<file path="config.mk">
export PLATFORM = sky130hd
export DESIGN_NAME = serial_frame_ctrl
export DESIGN_NICKNAME = d
export VERILOG_FILES = /design/src/rtl/serial_frame_ctrl.sv
export SDC_FILE = /design/constraint.sdc
export NUM_CORES = 1
export LEC_CHECK = 0
export ABC_AREA = 1
export ABC_CLOCK_PERIOD_IN_PS = 1600
export BUFFER_PORTS_ARGS = -buffer_cell sky130_fd_sc_hd__clkbuf_2
export CAP_MARGIN = 20
export CORE_ASPECT_RATIO = 0.9
export CORE_UTILIZATION = 52
export DETAILED_ROUTE_END_ITERATION = 7
export HOLD_SLACK_MARGIN = 0.05
export PLACE_DENSITY = 0.77
export SLEW_MARGIN = 20
export SYNTH_ARGS = -nofsm -noshare
export SYNTH_HDL_FRONTEND = slang
export SYNTH_SLANG_ARGS = --single-unit
</file>
<file path="constraint.sdc">
create_clock -name clk -period 1.6 [get_ports clk]
set_clock_uncertainty 0.15 [all_clocks]
set_input_delay 0.08 -clock clk [delete_from_list [all_inputs] [get_ports clk]]
set_output_delay 0.08 -clock clk [all_outputs]
set_load 0.01 [all_outputs]
</file>
<file path="src/rtl/serial_frame_ctrl.sv">
// serial_frame_ctrl: upstream controller for the loadable down counter in
// the serial transmitter path. It parses a frame on ser_in (start bit, port
// number, payload length, guard bit), then loads the counter with the length.
// It enables the counter once per payload bit and steers each payload bit to
// the addressed output port. The counter's co flag marks the last payload bit.
//
// Frame, MSB first: 0 | port[PORT_W] | len[LEN_W] | guard | len data bits
//
// Optional feature macro: PARITY_EN
//   defined   -> one even-parity bit follows the payload; parity_err is
//                presented alongside done.
//   undefined -> no parity state or accumulator; parity_err is tied low.
module serial_frame_ctrl #(
  parameter int PORT_W = 2,
  parameter int LEN_W  = 8
) (
  input  logic                   clk,
  input  logic                   rst,
  input  logic                   ser_in,
  input  logic                   cnt_co,
  output logic                   cnt_ld,
  output logic                   cnt_cen,
  output logic [LEN_W-1:0]       cnt_par_ld,
  output logic [2**PORT_W-1:0]   port_en,
  output logic                   ser_out,
  output logic                   busy,
  output logic                   done,
  output logic                   parity_err
);

  localparam int NPORT = 2**PORT_W;
  localparam int MAXF  = (PORT_W > LEN_W) ? PORT_W : LEN_W;
  localparam int CNT_W = $clog2(MAXF + 1);

`ifdef PARITY_EN
  typedef enum logic [2:0] {
    IDLE, HDR, LEN, LOAD, DATA, PAR, DONE
  } state_t;
  // State that follows the payload (or an empty payload).
  localparam state_t TAIL = PAR;
`else
  typedef enum logic [2:0] {
    IDLE, HDR, LEN, LOAD, DATA, DONE
  } state_t;
  localparam state_t TAIL = DONE;
`endif

  state_t               state;
  state_t               state_n;
  logic [PORT_W-1:0]    port_reg;
  logic [LEN_W-1:0]     len_reg;
  logic [CNT_W-1:0]     bit_cnt;
  logic                 data_q;
  logic [NPORT-1:0]     port_dec;

  assign cnt_par_ld = len_reg;
  // Payload passes straight through only while in DATA.
  assign ser_out    = data_q & ser_in;

  // Decode the captured port number to a one-hot strobe pattern.
  always_comb begin
    port_dec = '0;
    for (int unsigned i = 0; i < NPORT; i++) begin
      port_dec[i] = (port_reg == PORT_W'(i));
    end
  end

  // Next-state selection.
  always_comb begin
    state_n = state;
    case (state)
      IDLE: if (!ser_in) state_n = HDR;
      HDR:  if (bit_cnt == CNT_W'(PORT_W - 1)) state_n = LEN;
      LEN:  if (bit_cnt == CNT_W'(LEN_W - 1)) state_n = LOAD;
      LOAD: state_n = (len_reg == '0) ? TAIL : DATA;
      DATA: if (cnt_co) state_n = TAIL;
`ifdef PARITY_EN
      PAR:  state_n = DONE;
`endif
      DONE: state_n = IDLE;
      default: state_n = IDLE;
    endcase
  end

  // FSM register, header shift registers and registered Moore outputs.
  // Outputs are decoded from state_n so that they are valid in the same
  // cycle the FSM occupies the corresponding state.
  always_ff @(posedge clk) begin
    if (rst) begin
      state    <= IDLE;
      port_reg <= '0;
      len_reg  <= '0;
      bit_cnt  <= '0;
      cnt_ld   <= 1'b0;
      cnt_cen  <= 1'b0;
      port_en  <= '0;
      data_q   <= 1'b0;
      busy     <= 1'b0;
      done     <= 1'b0;
    end else begin
      state <= state_n;
      case (state)
        IDLE: bit_cnt <= '0;
        HDR: begin
          port_reg <= PORT_W'({port_reg, ser_in});
          bit_cnt  <= (state_n == LEN) ? '0 : bit_cnt + CNT_W'(1);
        end
        LEN: begin
          len_reg <= LEN_W'({len_reg, ser_in});
          bit_cnt <= bit_cnt + CNT_W'(1);
        end
        default: ;
      endcase
      busy    <= (state_n != IDLE);
      cnt_ld  <= (state_n == LOAD);
      cnt_cen <= (state_n == DATA);
      data_q  <= (state_n == DATA);
      done    <= (state_n == DONE);
      port_en <= (state_n == DATA) ? port_dec : '0;
    end
  end

`ifdef PARITY_EN
  logic par_acc;
  logic perr_q;

  assign parity_err = perr_q;

  // Accumulate payload parity and register the comparison for the DONE cycle.
  always_ff @(posedge clk) begin
    if (rst) begin
      par_acc <= 1'b0;
      perr_q  <= 1'b0;
    end else begin
      if (state == IDLE) begin
        par_acc <= 1'b0;
      end else if (state == DATA) begin
        par_acc <= par_acc ^ ser_in;
      end
      perr_q <= (state == PAR) ? (ser_in ^ par_acc) : 1'b0;
    end
  end
`else
  assign parity_err = 1'b0;
`endif

endmodule

</file>
### Word level (Yosys, flattened, before mapping)

Cells that the tools add are included.

| operators by class | value |
|---|---|
| reductions and logical operators | 6 |
| equality and inequality tests | 13 |
| mux-type cells | 8 |
| bitwise gates (word level) | 2 |
| add/subtract/negate cells | 1 |

Operators by type and width:

| kind | number |
|---|---|
| 3-bit one-hot mux with 5 select lines | 1 |
| 3-bit by 2-bit == test with 1-bit output (second input constant) | 4 |
| 3-bit 2-to-1 mux | 4 |
| 4-bit one-hot mux with 3 select lines | 1 |
| 3-bit == test (second input constant) | 3 |
| 8-bit logical NOT | 1 |
| 3-bit nonzero test | 2 |
| 4-bit by 1-bit adder with 4-bit output (second input constant) | 1 |
| 2-bit == test (second input constant) | 2 |
| 4-bit by 1-bit == test with 1-bit output (second input constant) | 1 |
| 4-bit by 3-bit == test with 1-bit output (second input constant) | 1 |
| 4-bit 2-to-1 mux | 1 |
| 3-bit by 1-bit == test with 1-bit output (second input constant) | 1 |
| 3-bit logical NOT | 1 |
| 2-bit by 1-bit == test with 1-bit output (second input constant) | 1 |
| 2-bit logical NOT | 1 |
| 2-bit OR reduction | 1 |
| 1-bit AND | 1 |
| 1-bit 2-to-1 mux | 1 |
| 1-bit NOT | 1 |

| storage, ports and cells | value |
|---|---|
| bits in registers | 25 |

### Logic depth before layout (Yosys ltp)

| depth | value |
|---|---|
| depth in word-level cells | 6 |
| depth in mapped cells | 8 |
| gate-level depth less buffers | 8 |

### Worst setup path after synthesis

OpenSTA, ideal clock, no wires.

| timing path | value |
|---|---|
| path kind | register -> register |
| start point | register bit_cnt[0] |
| end point | register port_en[0] |
| cell stages (with the launch flop) | 9 |
| clock period less this slack | 1.239 ns |
| path buffers | 0 |
| setup time | 0.113 ns |
| setup slack | 0.361 ns |
| required time | 1.337 ns |
| data arrival time | 0.976 ns |
| cells stage by stage | dfxtp_1 -> ha_1 -> inv_1 -> nor2_1 -> nand2_2 -> nand2_1 -> nor2_2 -> nand3_2 -> nor2_1 |

| between the ends | value |
|---|---|
| word-level cells in the longest chain between the ends | 6 |
| elaborated cells on any way between the ends | 8 |
| classes of those cells | eq/ne (3); mux (3); bitwise (1); reduce/logical (1) |

RTL lines:

| element | line | text |
|---|---|---|
| start: declaration | 52 | `logic [CNT_W-1:0] bit_cnt;` |
| start signal: assignment | 106 | `bit_cnt <= (state_n == LEN) ? '0 : bit_cnt + CNT_W'(1);` |
| start signal: assignment | 110 | `bit_cnt <= bit_cnt + CNT_W'(1);` |
| 4-bit by 3-bit == test with 1-bit output or 4-bit by 1-bit == test with 1-bit output (tied branches) | 74, 73 |  |
| 3-bit 2-to-1 mux (on tied branches) | 74, 73 |  |
| 3-bit one-hot mux with 5 select lines * | 71 | `case (state)` |
| 3-bit == test * | 119 | `port_en <= (state_n == DATA) ? port_dec : '0;` |
| 1-bit NOT (no source line) * | -- |  |
| 2-bit OR reduction (no source line) * | -- |  |
| end signal: assignment | 119 |  |
| end: declaration | 24 | `output logic [2**PORT_W-1:0] port_en,` |

Every way passes the cells marked *; elsewhere a longest branch is shown, timed or not.
A chain may end at the register's enable or synchronous reset.

### Worst setup path in the final report

| timing path | value |
|---|---|
| start point | register state[2] |
| end point | register len_reg[2], in the netlist cnt_par_ld[2] |

| between the ends | value |
|---|---|
| word-level cells in the longest chain between the ends | 1 |

RTL lines:

| element | line | text |
|---|---|---|
| start: declaration | 48 | `state_t state;` |
| start signal: assignment | 101 | `state <= state_n;` |
| 3-bit by 2-bit == test with 1-bit output | 102 | `case (state)` |
| end signal: assignment | 109 | `len_reg <= LEN_W'({len_reg, ser_in});` |
| end: declaration | 51 | `logic [LEN_W-1:0] len_reg;` |

Every way passes these cells.

==> flow_summary.toml <==
[global_routing]
grt.total_usage = 0.2144
grt_pass1_wl_mm = 3.532
antenna_found_initial = 0
grt_max_degree = 15
grt_pass1_vias = 851
grt_remaining_overflow = 0

[synthesis]
synth-compound-area-share = 0.1131
synthAdderAreaFrac = 0.02407
synthCells = 140
synth-simple-area-share = 0.2780
synth_nets = 146
synth-seq-area-share = 0.4813
yosysUniqueCellTypes = 20
synthMuxAreaShare = 0
synth_top_family_by_area = "simple AND/OR/NAND/NOR gates"
ys_seq_elements = 25
syn_area_um2 = 1040
syn_area_per_cell_um2 = 7.427
synth_xor_area_frac = 0.01685
synth-warning-count = 0
synth.area.top_cells = "dfxtp_1 48%, nor2_1 10%, nand2_1 8.3%"
synth_top_area_frac = 0.4813
yosysTopAreaCell = "dfxtp_1"

[timing]
fin_crit_ns = 1.412
slew_violations = 0
hold_violations = 0
rsz0062_at_grt = "false"
tns_ns = 0
setup_viol = 0
max_freq_mhz = 708.2
min_period_over_period = 0.8826

[clocking]
cts.sinks = 25
insertion_delay_ns = 0.31
cts_setup_buffers = 0
path_clk_slew_ns = 0.12
cts_buffers = 3
ctsResizeCount = 0
hold_buffers = 2
clock-root-buffer = "clkbuf_4"
tritoncts = "done"
htreeDepth = 1
clock_path_buffers = 2

[power]
power_frac_seq = 0.623
leakage_nw = 0.5732
ir_drop_mv = 0.6005
power.switching_uw = 276.8
combPwrFrac = 0.124
clock_power_share = 0.253
p_int_uw = 792.7
p_sw_frac = 0.2588
power_density_nw_per_um2 = 882.2

[placement]
dpl.hpwl_mm = 1.588
gp_congestion = 0.8879
dpl_cell_area_um2 = 1166
placement.io_buffers = 20

[drt]
post_drt_wl_per_cell_um = 11.10
vias = 938
drc = 0
drt_iter0_drc = 23
totalWireLength_mm = 2.097
viasPerCell = 4.963
ant_nets = 0
firstDrtPassIters = 4

[finish]
diodes = 0
final_cell_mix = "29 x nor2_1, 25 x dfxtp_1, 23 x nand2_1"
syn_to_final_growth_pct = 16.61
drive_gt1_frac = 0.2121
finalInstanceArea_um2 = 1212
fin_nets = 172
final_common_cell = "nor2_1"
largest_register_ffs = 8

[floorplanning]
core_um2 = 1769
die_x_um = 49.14
rows = 14
ios = 22
fp.dieH_um = 44.42
die-area_um2 = 2183
initial_utilization = 0.5877

[critical_path]
crit_path_end_kind = "flop"
required_ns = 1.66
crit_fanout = 11
cp.arrival_ns = 1.47
critical_path_class = "flop to flop"
crit_path_start_kind = "flop"

[run]
cap_violations = 0

[hold_path]
hp-class = "primary input to flop"

[outcome]
status = "finished clean"
-- power by group through the flow --
| stage | registers, mW | clock network, mW | logic [mW] |
|---|---|---|---|
| final | 0.666 | 0.271 | 0.133 |
| after detailed placement | 0.680 | 0 | 0.127 |
| after global placement | 0.678 | 0 | 0.123 |
| after global routing | 0.671 | 0.299 | 0.152 |
| after CTS | 0.666 | 0.270 | 0.133 |
| after floorplan | 0.681 | 0 | 0.0882 |
-- synth_stat cells --
cell,instances
nand3_1,6
xor2_1,1
nand2_2,3
conb_1,1
nor2_1,29
xnor2_1,1
nand3_2,2
inv_2,1
clkbuf_1,1
a21oi_2,2
or2_1,1
dfxtp_1,25
buf_4,2
nand2_1,23
o21ai_0,12
nor2_2,2
a21oi_1,8
inv_1,17
and2_1,1
ha_1,2
-- critical path, stage by stage, from the launching register on --
cell and delay, ns:
dfxtp_1 0.38, inv_2 0.13, nand3_1 0.16, buf_4 0.21, o21ai_0 0.22, a21oi_1 0.06
-- worst paths after layout --
path	startpoint	to	slack [ns]	depth (start not counted)
worst min-delay path	cnt_co	port_en[3]$_SDFF_PP0_	0.1	6
worst min register to register	port_reg[1]$_SDFFE_PP0P_	port_en[3]$_SDFF_PP0_	0.31	2
worst max register to register	state[2]$_SDFF_PP0_	cnt_par_ld[2]$_SDFFE_PP0P_	0.19	5
worst max-delay path	state[2]$_SDFF_PP0_	cnt_par_ld[2]$_SDFFE_PP0P_	0.19	5
-- routing by layer --
| metal | share of wire | GRT usage | routed length, µm |
|---|---|---|---|
| met5 | 0 | 0 | 0 |
| met4 | 0.014 | 0.09412 | 30 |
| met3 | 0.044 | 0.02062 | 92 |
| met2 | 0.47 | 0.3726 | 992 |
| met1 | 0.47 | 0.2747 | 981 |
-- stage by stage --
stage / power, mW / utilization / hold slack [ns] / setup WS, ns / instances
floorplan: 0.7693 / - / 0.001605 / 0.3614 / 140
global route: 1.122 / 0.6853 / 0.1477 / 0.08303 / 189
detailed placement: 0.8069 / 0.6591 / 0.1715 / 0.2516 / 183
finish: 1.070 / 0.6853 / 0.09666 / 0.1879 / 189
CTS: 1.069 / 0.6853 / 0.1088 / 0.2180 / 189
global placement: 0.8010 / 0.6591 / 0.1623 / 0.2875 / 183
-- area by class of cell --
type | count | area [µm²]
Fill cell | 167 | 556.8
Sequential cell | 25 | 500.5
Multi-Input combinational cell | 94 | 452.9
Timing Repair Buffer | 24 | 135.1
Inverter | 18 | 67.56
Tap cell | 24 | 30.03
Clock buffer | 4 | 26.28
-- cells by family after synthesis --
group / Yosys count
AND/OR/NAND/NOR: 67
flip-flops: 25
AO/OA/AOI/OAI: 22
buffers and inverters: 21
XOR/XNOR: 2
adder cells (fa/ha/maj): 2
other: 1
Power figures use the tool's default switching activity.
